`src/rtl/cubehash_pkg.sv`:
```
// Shared constants and types for the CubeHash message front end.
// Block geometry, pad byte, feeder states and byte-lane index type.
package cubehash_pkg;

    localparam int         BLOCK_BYTES = 32;
    localparam logic [7:0] PAD_BYTE    = 8'h80;
    localparam int         BLK_W       = 8 * BLOCK_BYTES;

    typedef enum logic [1:0] {
        FILL,
        EMIT,
        PADBLK
    } state_t;

    typedef logic [4:0] lane_t;

    localparam lane_t LAST_LANE = lane_t'(BLOCK_BYTES - 1);

endpackage

```
`src/rtl/cubehash_byte_lane_wr.sv`:
```
// Byte-lane write-enable decoder for the block buffer.
// Data lands at idx; the pad byte lands at idx or idx+1.
module cubehash_byte_lane_wr
    import cubehash_pkg::*;
(
    input  logic                   data_en,
    input  logic                   pad_here,
    input  logic                   pad_next,
    input  lane_t                  idx,
    output logic [BLOCK_BYTES-1:0] data_we,
    output logic [BLOCK_BYTES-1:0] pad_we
);

    lane_t nxt;

    always_comb begin
        nxt     = idx + lane_t'(1);
        data_we = '0;
        pad_we  = '0;
        for (int i = 0; i < BLOCK_BYTES; i++) begin
            data_we[i] = data_en && (idx == lane_t'(i));
            pad_we[i]  = (pad_here && (idx == lane_t'(i)))
                      || (pad_next && (nxt == lane_t'(i)));
        end
    end

endmodule

```
`src/rtl/cubehash_pad_feeder.sv`:
```
// Packs a byte stream into padded 256-bit CubeHash blocks.
// Optional msg_len output enabled by defining CUBEHASH_MSG_LEN_EN.
module cubehash_pad_feeder
    import cubehash_pkg::*;
(
    input  logic             clk,
    input  logic             rst_n,
    input  logic             in_valid,
    output logic             in_ready,
    input  logic [7:0]       in_data,
    input  logic             in_last,
    input  logic             in_empty,
    output logic             blk_valid,
    input  logic             blk_ready,
    output logic [BLK_W-1:0] blk_data,
    output logic             blk_last
`ifdef CUBEHASH_MSG_LEN_EN
    ,
    output logic [63:0]      msg_len
`endif
);

    state_t state, next_state;
    lane_t  cnt;
    logic   pend_pad;
    logic   live;
    logic   accept, emit_hs, is_full;
    logic   data_en, pad_here, pad_next;
    logic [BLOCK_BYTES-1:0] data_we, pad_we;

    assign is_full = (cnt == LAST_LANE);

    always_ff @(posedge clk or negedge rst_n) begin
        if (!rst_n) state <= FILL;
        else        state <= next_state;
    end

    always_comb begin
        next_state = state;
        unique case (state)
            FILL:
                if (accept && (in_empty || in_last || is_full))
                    next_state = EMIT;
            EMIT:
                if (blk_ready)
                    next_state = pend_pad ? PADBLK : FILL;
            PADBLK:  next_state = EMIT;
            default: next_state = FILL;
        endcase
    end

    // in_empty takes priority over in_last for every decision below
    always_comb begin
        in_ready  = live && (state == FILL);
        blk_valid = (state == EMIT);
        accept    = in_valid && in_ready;
        emit_hs   = blk_valid && blk_ready;
        data_en   = accept && !in_empty;
        pad_here  = (accept && in_empty) || (state == PADBLK);
        pad_next  = data_en && in_last && !is_full;
    end

    cubehash_byte_lane_wr u_lane_wr (
        .data_en  (data_en),
        .pad_here (pad_here),
        .pad_next (pad_next),
        .idx      (cnt),
        .data_we  (data_we),
        .pad_we   (pad_we)
    );

    always_ff @(posedge clk or negedge rst_n) begin
        if (!rst_n) begin
            live     <= 1'b0;
            cnt      <= '0;
            pend_pad <= 1'b0;
            blk_last <= 1'b0;
            blk_data <= '0;
        end else begin
            live <= 1'b1;
            if (emit_hs)      cnt <= '0;
            else if (data_en) cnt <= cnt + lane_t'(1);
            if (data_en && in_last && is_full) pend_pad <= 1'b1;
            else if (state == PADBLK)          pend_pad <= 1'b0;
            if (emit_hs)                   blk_last <= 1'b0;
            else if (pad_here || pad_next) blk_last <= 1'b1;
            // clearing on emit gives the zero-fill for free
            if (emit_hs) begin
                blk_data <= '0;
            end else begin
                for (int i = 0; i < BLOCK_BYTES; i++) begin
                    if (pad_we[i])       blk_data[8*i +: 8] <= PAD_BYTE;
                    else if (data_we[i]) blk_data[8*i +: 8] <= in_data;
                end
            end
        end
    end

`ifdef CUBEHASH_MSG_LEN_EN
    logic len_clr;

    always_ff @(posedge clk or negedge rst_n) begin
        if (!rst_n) begin
            msg_len <= '0;
            len_clr <= 1'b0;
        end else begin
            if (emit_hs && blk_last) len_clr <= 1'b1;
            else if (accept)         len_clr <= 1'b0;
            if (accept) begin
                if (len_clr)
                    msg_len <= data_en ? 64'd1 : 64'd0;
                else if (data_en && !(&msg_len))
                    msg_len <= msg_len + 64'd1;
            end
        end
    end
`endif

endmodule
```
`config.mk`:
```
export PLATFORM = sky130hd
export DESIGN_NAME = cubehash_pad_feeder
export DESIGN_NICKNAME = d
export VERILOG_FILES = /design/src/rtl/cubehash_pkg.sv /design/src/rtl/cubehash_byte_lane_wr.sv /design/src/rtl/cubehash_pad_feeder.sv
export SDC_FILE = /design/constraint.sdc
export NUM_CORES = 1
export LEC_CHECK = 0
export CORE_MARGIN = 1
export CORE_UTILIZATION = 49
export CTS_CLUSTER_DIAMETER = 100
export DETAILED_ROUTE_END_ITERATION = 10
export GPL_TIMING_DRIVEN = 0
export MAX_ROUTING_LAYER = met4
export PLACE_DENSITY = 0.79
export RECOVER_POWER = 100
export SLEW_MARGIN = 0
export SYNTH_ARGS = -nofsm -noshare
export SYNTH_HDL_FRONTEND = slang
export SYNTH_SLANG_ARGS = --single-unit
```
`constraint.sdc`:
```
create_clock -name clk -period 7.2 [get_ports clk]
set_clock_uncertainty 0.15 [all_clocks]
set_input_delay 0.72 -clock clk [delete_from_list [all_inputs] [get_ports clk]]
set_output_delay 0.72 -clock clk [all_outputs]
set_load 0.02 [all_outputs]
```
* Word-level counts from Yosys, hierarchy flattened
Cells that the tools add are included.
Word-level totals: register bits 266, output and inout bits 259
Cells by class: add/sub/neg operators 1, eq/ne operators 66, mux-type cells 75, reduce and logical (&&, ||, !) cells 182
Operator list (number):
- $mux 8 | 64
- $mux 256 | 1
- $eq 5x5->1 const B | 32
- $logic_and 1x1->1 | 105
- $reduce_bool 3->1 | 32
- $eq 5x4->1 const B | 16
- $eq 5x3->1 const B | 8
- $logic_or 1x1->1 | 36
- $eq 5x2->1 const B | 4
- $eq 5x1->1 const B | 2
- $logic_not 5->1 | 2
- $mux 5 | 2
- $mux 2 | 3
- $pmux 2 s3 | 1
- $reduce_bool 2->1 | 3
- $add 5x1->5 const B | 1
- $mux 1 | 4
- $eq 2x1->1 const B | 1
- $eq 2x2->1 const B | 1
- $logic_not 1->1 | 2
- $logic_not 2->1 | 1
- $ne 2x1->1 const B | 1
- $ne 2x2->1 const B | 1
- $reduce_and 2->1 | 1

* Depth between registers and ports, before layout
depth after elaboration 10, mapped depth 10, depth with buffers taken out 7

* By module
A second synthesis with hierarchy kept.
Unflattened totals: cell total of the unflattened synthesis 1069, area total of the unflattened synthesis 12122.9 µm²
Modules (own cells, without submodules):
- cubehash_pad_feeder | instances 1, cells each 948, area each 11359.6 µm², seq. area each 6656.4 µm²
- cubehash_byte_lane_wr | instances 1, cells each 121, area each 763.2 µm², seq. area each 0.0 µm²

* Least setup slack after synthesis
No wires, ideal clock.
kind reg-to-reg, from register cnt[0], to register blk_data[81], library setup time 0.142 ns, arrival time 2.380 ns, required time 6.908 ns, path slack 4.527 ns, cell stages (with the launch flop) 10, buffers on the path 2, period minus slack after synthesis 2.673 ns, path through dfrtp_1 > ha_1 > and3_1 > ha_1 > inv_1 > nor4_4 > and2_1 > clkbuf_1 > clkbuf_1 > a211oi_1
On the way: longest elaborated chain between the ends 7, elaborated cells on any way between the ends 13
RTL lines:
- start, declared | RTL line cubehash_pad_feeder.sv:24 | lane_t cnt;
- start signal, assigned | RTL line cubehash_pad_feeder.sv:82 | else if (data_en) cnt <= cnt + lane_t'(1);
- parallel branches: the longest is 7 deep, another holds $add 5x1->5
- end signal, assigned by index | RTL line cubehash_pad_feeder.sv:93 | else if (data_we[i]) blk_data[8*i +: 8] <= in_data;
- end, declared | RTL line cubehash_pad_feeder.sv:15 | output logic [BLK_W-1:0] blk_data,
Parallel ways; which one is timed is not known. A chain may end at the register's enable or synchronous reset.

* Worst setup path after layout
from register cnt[4], to register blk_data[130]
On the way: longest elaborated chain between the ends 7, elaborated cells on any way between the ends 13
RTL lines:
- parallel branches: the longest is 7 deep, another holds $add 5x1->5
Parallel ways; which one is timed is not known.

==> results.toml <==
[run_status]
status = "complete, but fails checks"
violations = "DRC, capacitance limit, slew limit"

[floorplanning]
start_util = 0.502
core_mm2 = 0.0262
dieArea_mm2 = 0.0275
die_w_um = 166
rows = 59
pin_count = 273
die_h_um = 166

[placed_design]
hpwl_um = 30900
routabilityCongestion = 0.943
post_dp_cell_area_mm2 = 0.0164
portBuffers = 272
numPlacedInstances = 1739

[synthesis]
ys_ff_latch = 266
yosysTopAreaCell = "dfrtp_1"
synthesis.area_mm2 = 0.0132
yosys-top-cells-count = "dfrtp_1 (266), mux2i_1 (254), a211oi_1 (182)"
synth_top_area_share = 0.506
ys_types = 48
ys_seq_area_frac = 0.506
ys.warnings.count = 0
synth-main-ff-cell = "dfrtp_1"
synth_area_leaders = "dfrtp_1 (51%), mux2i_1 (19%), a211oi_1 (10%)"
synth_area_per_cell_um2 = 11.6
synth_edf_count = 0
async_reset_ff_frac = 1.00
synthCells = 1130
yosysMostFrequentCell = "dfrtp_1"
synthesis.nets = 1151

[timing]
relSlewSlack = -1.38
fmax_mhz = 236
hold_violations = 0
setup_viol = 0
rsz0062_at_grt = "false"
report.final.slew_viol_count = 114
fin_crit_sh = 0.587
tightest_slew_ns = 3.57
fin_crit_ns = 4.23

[cts]
cts_htree_levels = 1
path_clk_slew_ns = 0.06
clock_latency_ns = 0.54
post_cts_resize_count = 0
postCtsSetupBuffers = 0
clockBufferDepth = 3
root_buffer = "clkbuf_16"
cts_sinks = 266
cts_buffers = 28
cts_tree = "built"

[route]
ant_nets = 0
wl_per_cell_um = 24.3
drc_errors = 18
first_pass_iters = 9
drtIter0Drc = 1138
vias = 11000
wl_um = 43400
avgViaCountPerCell = 6.15

[critical_path]
crit_type = "reg2reg"
crit_arrival_ns = 4.46
reg2reg_from = "cnt[4]"
cp-start-kind = "flip-flop"
critPathRequiredTime_ns = 7.43
rr_worst_depth = 8
worstPathMaxFanout = 10
r2r_slack_ns = 2.97
crit_start = "cnt[4]"
worst_setup_path_end_kind = "flip-flop"
r2r_end = "blk_data[130]"

[global_route]
grt_first_pass_wirelength_um = 66400
grt_max_degree = 125
top_usage_layer = "met2"
grt-ovfl-total = 0
grtUsageMet2 = 0.480
antenna_found_initial = 0
grtUsageTotal = 0.323
met1_usage = 0.433
grt_pass1_vias = 10800
met3_usage = 0.0679

[layout]
num_antenna_cells = 0
final_cells = 1784
drive_gt1_frac = 0.0518
syn_to_final_growth_pct = 29.8
final_area_mm2 = 0.0171
nets = 1456
fin_util = 0.652

[power_and_ir_drop]
irDropWorstVdd_uv = 162
p_leak_nw = 8.69
p_per_area_mw_per_mm2 = 201

[worst_hold_path]
hold_start = "pend_pad"
hp-class = "reg2reg"
hold_depth = 1
whs_endpoint = "state[1]"

[flow_run]
cap_violations = 8
==> layer usage <==
metal	up-vias	routed length [µm]	share of wire
met5	-	0	0
met4	0	1620	0.037
met3	109	3890	0.090
met2	558	19800	0.46
met1	5455	18100	0.42
li1	4855	-	-
==> flip-flops by register name, indices dropped and copies added (netlist names) <==
| signal | cells |
|---|---|
| pend_pad | 1 |
| cnt | 5 |
| blk_data | 256 |
| blk_last | 1 |
| state | 2 |
| live | 1 |
==> worst max-delay path, cell delays in order (launching register included) <==
cell and delay (ns):
dfrtp_1 0.41, inv_1 0.23, clkbuf_1 0.44, ha_1 0.35, nor4_1 1.20, and2_0 0.25
clkbuf_1 0.35, clkbuf_1 0.50, a211oi_1 0.17
==> power by group <==
group	internal, mW	switching, mW	total (mW)
logic	0.121	0.355	0.476
registers	1.52	0.0261	1.55
clock network	0.820	0.589	1.41
==> worst max path at each step <==
| stage | cells past startpoint | endpoint |
|---|---|---|
| finish | 8 | blk_data[130] |
| global route | 2 | blk_data[1] |
| CTS | 9 | blk_data[235] |
| detailed placement | 8 | blk_data[234] |
| global placement | 1 | blk_data[117] |
| floorplan | 9 | blk_data[81] |
==> cell type report <==
cell class / count / area, µm²
fill: 2018 / 9120
sequential: 266 / 6660
multi-input combinational: 727 / 5780
timing repair buffer: 275 / 2780
clock buffer: 39 / 823
buffer: 129 / 539
tap: 335 / 419
clock inverter: 5 / 52.6
inverter: 8 / 30.0
==> repair_timing <==
action | in CTS | in global routing
hold buffers | 1 | 0
endpoints found under the hold margin | 42 | 0
endpoints found under the setup margin | 0 | 0
==> kinds of logic after synthesis <==
logic type               after synthesis  synth area share
AO/OA/AOI/OAI                        281             0.158
multiplexers                         254             0.193
AND/OR/NAND/NOR                      184            0.0903
other                                  1          0.000285
buffers and inverters                137            0.0452
adder cells (fa/ha/maj)                7           0.00666
flip-flops                           266             0.506
==> layout by cell type, fill, tap and decap left out, types with 8 or more instances in the layout <==
cell and count:
mux2i_1 254, buf_2 17, o21ai_1 26, a211o_1 28, inv_1 8, nand3b_1 8
nor4_1 8, dfrtp_1 266, clkbuf_1 109, nand2_1 42, dlygate4sd3_1 262, clkdlybuf4s50_1 10
a211oi_1 182, clkbuf_16 29, nor2_1 59, a2111oi_0 14, or4_1 11
==> metrics by stage <==
step	worst slack [ns]	total power [mW]	setup TNS [ns]	hold WS, ns
after CTS	3.76	3.45	0	0.342
after detailed placement	3.72	2.06	0	0.326
after global routing	2.38	3.53	0	0.370
final	2.97	3.44	0	0.342
after global placement	-6.20	2.05	-1643.37	0.313
after floorplan	4.53	1.83	0	0.274
(Power assumes the default switching activity.)
